--- config.mk ---
export PLATFORM = sky130hd
export DESIGN_NAME = ps2_host_tx
export DESIGN_NICKNAME = d
export VERILOG_FILES = /design/src/rtl/ps2_host_tx.sv
export SDC_FILE = /design/constraint.sdc
export NUM_CORES = 1
export LEC_CHECK = 0
export ABC_AREA = 1
export CORE_MARGIN = 2
export CORE_UTILIZATION = 45
export DETAILED_ROUTE_END_ITERATION = 6
export MAX_ROUTING_LAYER = met4
export SYNTH_ARGS = -nofsm -noshare
export SYNTH_HDL_FRONTEND = slang
export SYNTH_SLANG_ARGS = --single-unit
--- constraint.sdc ---
create_clock -name clk -period 2.5 [get_ports clk]
set_clock_uncertainty 0.1 [all_clocks]
set_input_delay 0.25 -clock clk [delete_from_list [all_inputs] [get_ports clk]]
set_output_delay 0.25 -clock clk [all_outputs]
set_load 0.05 [all_outputs]
--- src/rtl/ps2_host_tx.sv ---
// PS/2 host-to-device transmitter: inhibit, request-to-send,
// shift a command byte out on the device clock, then check ACK.
module ps2_host_tx #(
   parameter int unsigned INHIBIT_CYCLES = 6000,
   parameter int unsigned START_TIMEOUT  = 750000,
   parameter int unsigned XFER_TIMEOUT   = 100000
) (
   input  logic       clk,
   input  logic       resetn,
   input  logic       send,
   input  logic [7:0] cmd,
   input  logic       ps2_clk_in,
   input  logic       ps2_dat_in,
   output logic       ps2_clk_oe,
   output logic       ps2_dat_oe,
   output logic       busy,
   output logic       done,
   output logic       error
);

   typedef enum logic [2:0] {
      S_IDLE, S_INHIBIT, S_REQUEST, S_SHIFT,
      S_ACK, S_WAIT_IDLE, S_DONE, S_ERROR
   } state_t;

   localparam logic [19:0] INH_LAST = 20'(INHIBIT_CYCLES - 1);
   localparam logic [19:0] STA_LAST = 20'(START_TIMEOUT - 1);
   localparam logic [19:0] XFR_LAST = 20'(XFER_TIMEOUT - 1);

   state_t      state_q, state_d;
   logic [19:0] timer_q, timer_d;
   logic [19:0] xfer_q, xfer_d;
   logic [3:0]  idx_q, idx_d;
   logic [7:0]  cmd_q, cmd_d;
   logic        par_q, par_d;
   logic        clk_s1_q, clk_s2_q, clk_p_q;
   logic        dat_s1_q, dat_s2_q;
   logic        fall, frame_bit, xfer_exp;

   // Idle-high line levels, so reset presets the synchronizers to 1.
   always_ff @(posedge clk or negedge resetn) begin
      if (!resetn) begin
         clk_s1_q <= 1'b1;
         clk_s2_q <= 1'b1;
         clk_p_q  <= 1'b1;
         dat_s1_q <= 1'b1;
         dat_s2_q <= 1'b1;
      end else begin
         clk_s1_q <= ps2_clk_in;
         clk_s2_q <= clk_s1_q;
         clk_p_q  <= clk_s2_q;
         dat_s1_q <= ps2_dat_in;
         dat_s2_q <= dat_s1_q;
      end
   end

   always_ff @(posedge clk or negedge resetn) begin
      if (!resetn) begin
         state_q <= S_IDLE;
         timer_q <= '0;
         xfer_q  <= '0;
         idx_q   <= '0;
         cmd_q   <= '0;
         par_q   <= 1'b0;
      end else begin
         state_q <= state_d;
         timer_q <= timer_d;
         xfer_q  <= xfer_d;
         idx_q   <= idx_d;
         cmd_q   <= cmd_d;
         par_q   <= par_d;
      end
   end

   assign fall     = clk_p_q & ~clk_s2_q;
   assign xfer_exp = (xfer_q == XFR_LAST);

   always_comb begin
      frame_bit = 1'b1;
      if (idx_q < 4'd8)
         frame_bit = cmd_q[idx_q[2:0]];
      else if (idx_q == 4'd8)
         frame_bit = par_q;
   end

   always_comb begin
      state_d = state_q;
      unique case (state_q)
         S_IDLE:
            if (send) state_d = S_INHIBIT;
         S_INHIBIT:
            if (timer_q == INH_LAST) state_d = S_REQUEST;
         S_REQUEST:
            if (fall)                     state_d = S_SHIFT;
            else if (timer_q == STA_LAST) state_d = S_ERROR;
         // Stop is driven for one cycle, then ACK waits on the next edge.
         S_SHIFT:
            if (idx_q == 4'd9)  state_d = S_ACK;
            else if (!fall && xfer_exp) state_d = S_ERROR;
         S_ACK:
            if (fall)          state_d = dat_s2_q ? S_ERROR : S_WAIT_IDLE;
            else if (xfer_exp) state_d = S_ERROR;
         S_WAIT_IDLE:
            if (clk_s2_q && dat_s2_q)     state_d = S_DONE;
            else if (timer_q == XFR_LAST) state_d = S_ERROR;
         S_DONE:  state_d = S_IDLE;
         S_ERROR: state_d = S_IDLE;
         default: state_d = S_IDLE;
      endcase
   end

   always_comb begin
      timer_d = (timer_q == '1) ? timer_q : timer_q + 20'd1;
      if (state_d != state_q) timer_d = '0;
      xfer_d = '0;
      if (state_q == S_SHIFT || state_q == S_ACK)
         xfer_d = (xfer_q == '1) ? xfer_q : xfer_q + 20'd1;
      idx_d = idx_q;
      cmd_d = cmd_q;
      par_d = par_q;
      if (state_q == S_IDLE && send) begin
         cmd_d = cmd;
         par_d = ~^cmd;
      end
      if (state_q == S_REQUEST && fall) idx_d = '0;
      if (state_q == S_SHIFT && fall && idx_q < 4'd9)
         idx_d = idx_q + 4'd1;
   end

   always_comb begin
      ps2_clk_oe = 1'b0;
      ps2_dat_oe = 1'b0;
      busy       = (state_q != S_IDLE);
      done       = 1'b0;
      error      = 1'b0;
      unique case (state_q)
         S_INHIBIT: begin
            ps2_clk_oe = 1'b1;
            ps2_dat_oe = (timer_q == INH_LAST);
         end
         S_REQUEST: ps2_dat_oe = 1'b1;
         S_SHIFT:   ps2_dat_oe = ~frame_bit;
         S_DONE:    done = 1'b1;
         S_ERROR:   error = 1'b1;
         default: ;
      endcase
   end

endmodule

======== Word-level counts from Yosys, hierarchy flattened ========
Cells that the tools add are included.
storage, ports and cells
  bits in registers ....................... 61
  latch bits .............................. 0
  memory bits (writable) .................. 0
  memory bits (read-only) ................. 0
  bits of input ports ..................... 13
  output and inout bits ................... 5
  memories kept ........................... 0
cells by class
  add/sub/neg operators ................... 3
  $mul .................................... 0
  divide/modulo/power cells ............... 0
  order comparisons ....................... 3
  eq/ne operators ......................... 18
  shift operators ......................... 0
  muxes and demuxes ....................... 26
  bitwise logic cells ..................... 3
  reduce and logical (&&, ||, !) cells .... 13
operators by type and width
  cell                                                   number
  2-to-1 mux 20 bit                                      4
  equality test 20 bit, second input constant            3
  adder 20 x 1 -> 20 bit, second input constant          2
  equality test 20 x 17 -> 1 bit, second input constant  2
  2-to-1 mux 3 bit                                       10
  one-hot mux 3 bit (7 select lines)                     1
  equality test 20 x 13 -> 1 bit, second input constant  1
  equality test 3 bit, second input constant             4
  equality test 4 bit, second input constant             2
  < comparator 4 bit, second input constant              2
  2-to-1 mux 4 bit                                       2
  XNOR reduction 8 bit                                   1
  equality test 3 x 2 -> 1 bit, second input constant    2
  logical AND 1 bit                                      6
  2-to-1 mux 1 bit                                       6
  adder 4 x 1 -> 4 bit, second input constant            1
  < comparator 3 x 4 -> 1 bit, second input constant     1
  binary-select mux 1 bit (select 3 bit)                 1
  equality test 3 x 1 -> 1 bit, second input constant    1
  zero test 3 bit                                        1
  != test 3 bit                                          1
  one-hot mux 1 bit (3 select lines)                     1
  nonzero test 3 bit                                     1
  2-to-1 mux 2 bit                                       1
  other kinds (8)                                        9

======== Depth between registers and ports, before layout ========
  depth in word-level cells ............... 9
  gate-level depth with buffers ........... 16
  mapped depth without buffers ............ 14

======== Worst setup path after synthesis ========
No wires, ideal clock.
  path kind ............................... reg-to-output
  from .................................... register state_q[1]
  to ...................................... output port ps2_dat_oe
  data arrival time ....................... 2727 ps
  required time ........................... 2150 ps
  path slack .............................. -577 ps
  stages on the path, launching flop included .. 5
  buffers on the path ..................... 1
  path through ............................ dfrtp_1 buf_2 nor3_2 nand4_1 a311oi_1
between the ends
  longest elaborated chain between the ends .. 2
RTL lines
  item                                                                                 RTL line  text
  start: declaration                                                                   30        state_t state_q, state_d;
  start signal: assignment                                                             66        state_q <= state_d;
  equality test 3 x 2 -> 1 bit / equality test 3 x 1 -> 1 bit (equally long branches)  136       unique case (state_q)
  one-hot mux 1 bit (3 select lines) *                                                 136
  end: declaration                                                                     15        output logic ps2_dat_oe,
Every way passes the cells marked *; elsewhere a longest branch is shown, timed or not.

======== Final worst setup path ========
  from .................................... register state_q[2]
  to ...................................... output port error
between the ends
  longest elaborated chain between the ends .. 2
RTL lines
  item                 RTL line  text
  equality test 3 bit  136
  2-to-1 mux 1 bit     136
  end: declaration     18        output logic error
No other way between the ends.

==> flow_summary.ini <==
[run_status]
status = finished, final reports clean

[routing]
drt-initial-drc-count = 179
wl_per_cell_um = 13.0
firstDrtPassIters = 5
dr_total_vias = 3315
drc = 0
ant_nets = 0
drt_wl_total_um = 8350
via_per_inst = 5.18

[critical_path]
cp-end-kind = output pin
cp_num_buf_inv = 2
slowest_stage = clkdlybuf4s50_1
slowest_delay_ps = 830
crit_chain = inv_2 -> nor3_1 -> clkdlybuf4s50_1
critPathArrivalTime_ps = 2030
path_delay_family = buffers and inverters
crit_type = register to output pin
critPathLaunchType = register
crit_required_ps = 2150
cp_max_fo = 7

[cts]
clock-sinks = 61
cts_buffers = 9
cts_tree = built
postCtsSetupBuffers = 0
path_clk_slew_ps = 70
cts-root-buf = clkbuf_8
clkLatencyLatePin_ps = 330
htreeDepth = 3
cts_buffer_depth = 2

[timing]
setup_violations = 0
worst_pin_slew_ps = 556
fmax_ghz = 0.421
hold_violations = 0
setup_slack_ps = 124
layout_min_cycle_time_ps = 2380
final_max_slew_viol_count = 0
maxSlewHeadroom = 0.626
finalCritPeriodShare = 0.951

[floorplanning]
fp.dieH_um = 95.5
coreArea_um2 = 8180
die_area_um2 = 9130
ios = 18
start_util = 0.461
dieWidth_um = 95.5
rows = 33

[finish]
num_antenna_cells = 0
multi_input_area_um2 = 1960
layout_common_cells = nand2_1 (113), inv_1 (61), nor2_1 (60)
seqCellArea_um2 = 1530
syn_to_final_growth_pct = 16.7
num-fill-cells = 768
layout_commonest_cell = nand2_1
layout-drive-gt1-share = 0.153
nets = 548
utilization = 0.538

[synthesis]
ys_seq_area_frac = 0.406
synth_async_sr_flop_share = 1.00
syn_inst = 504
syn_avg_cell_area_um2 = 7.48
ys.flop_type = dfrtp_1
syn_area_um2 = 3770
ys_types = 40
synth_fp_nets = 522
ys_warn_count = 0
synth-edff-count = 0
ys_seq_elements = 61

[power_and_ir_drop]
powerDensity_nw_per_um2 = 511
p_leak_nw = 1.99
max-vdd-ir-drop_mv = 0.284

[placement]
place_congestion = 0.925
port_buffers = 17
pre_cts_slack_ps = 342
dp_hpwl_um = 6130

[grt]
gr-total-overflow = 0
antenna_found_initial = 0
grt_max_degree = 41
grt_pass1_wl_um = 14800
grt_pass1_vias = 3347
grt_usage = 0.211

[min_path]
hold_class = input pin to register

[job]
maxCapViolCount = 0
cell type report:
type,instances,share of cell area
Clock buffer,10,0.0313
Clock inverter,6,0.0304
Inverter,69,0.0588
Multi-Input combinational cell,366,0.445
Sequential cell,61,0.348
Tap cell,105,0.0298
Timing Repair Buffer,23,0.0566
power by group:
part           internal, W  leakage, nW  switching [W]
Clock             0.000791        0.136       0.000393
Sequential        0.000994        0.810     0.00000263
Combinational    0.0000333         1.04      0.0000347
Total              0.00182         1.99       0.000430
state kept, by name, summed over array words and instances (netlist names):
| signal | cells |
|---|---|
| timer_q | 20 |
| clk_p_q | 1 |
| dat_s2_q | 1 |
| par_q | 1 |
| xfer_q | 20 |
| idx_q | 4 |
| dat_s1_q | 1 |
| state_q | 3 |
| clk_s1_q | 1 |
| clk_s2_q | 1 |
| cmd_q | 8 |
cell usage after synthesis, types with 2 or more instances:
master | n | share of area
nor2_2 | 22 | 0.036
xor2_1 | 8 | 0.019
nand2_2 | 3 | 0.0050
inv_1 | 62 | 0.062
nor2_1 | 61 | 0.061
o22ai_1 | 2 | 0.0033
nand3_1 | 42 | 0.056
ha_1 | 5 | 0.017
nor3_2 | 2 | 0.0053
inv_2 | 6 | 0.0060
nand2_1 | 113 | 0.11
dfstp_2 | 5 | 0.035
a21oi_1 | 14 | 0.019
nor2_4 | 2 | 0.0060
buf_2 | 3 | 0.0040
nand4_1 | 13 | 0.022
buf_6 | 3 | 0.0090
o31ai_1 | 8 | 0.016
or2_1 | 2 | 0.0033
o21ai_0 | 19 | 0.025
mux2_2 | 7 | 0.021
nor3_1 | 12 | 0.016
o21ai_1 | 3 | 0.0040
xnor2_1 | 7 | 0.016
dfrtp_1 | 56 | 0.37
nand3_2 | 3 | 0.0080
nor4_1 | 6 | 0.010
mux2i_1 | 2 | 0.0053
or2_2 | 2 | 0.0033
worst paths after layout:
| check | from | endpoint | slack, ps | depth (start not counted) |
|---|---|---|---|---|
| setup / recovery | state_q[2] | error | 120 | 3 |
| hold reg to reg | dat_s1_q | dat_s2_q | 260 | 0 |
| hold / removal | ps2_dat_in | dat_s1_q | 220 | 1 |
| max in group asynchronous | resetn | clk_s2_q | 1300 | 3 |
| setup reg to reg | state_q[1] | xfer_q[19] | 360 | 5 |
| min in group asynchronous | resetn | timer_q[4] | 340 | 2 |
metrics by stage:
stage	cell area, µm²	total power [W]	instances	hold slack, ps	TNS, ps
after global routing	4400	0.00233	640	208	-11.6
after detailed placement	4110	0.00108	623	175	0
final	4400	0.00225	640	223	0
after floorplan	3790	0.00104	504	-146	0
after CTS	4390	0.00228	640	211	0
after global placement	4110	0.00108	623	166	0
kinds of logic (layout without fill, tap and decap cells):
family                   Yosys count  after routing  synth area share
AND/OR/NAND/NOR                  286            286             0.352
buffers and inverters             77            108            0.0839
flip-flops                        61             61             0.406
AO/OA/AOI/OAI                     50             50            0.0756
XOR/XNOR                          16             16            0.0392
multiplexers                       9              9            0.0262
adder cells (fa/ha/maj)            5              5            0.0166
metal layers:
metal | vias to the layer above | wire length [µm] | global-route usage | share of wire
met1 | 1551 | 3890 | 0.263 | 0.47
met5 | - | 0 | - | 0
met3 | 14 | 266 | 0.0332 | 0.032
met4 | 0 | 142 | 0.0881 | 0.017
li1 | 1689 | - | - | -
met2 | 61 | 4040 | 0.343 | 0.48
timing repair:
item,4_1_cts,5_1_grt
endpoints found under the hold margin,21,0
hold buffers,1,0
endpoints found under the setup margin,2,2
pin swaps,1,2
gates resized for setup,1,5
No activity file was read; power rests on OpenSTA's default activity.
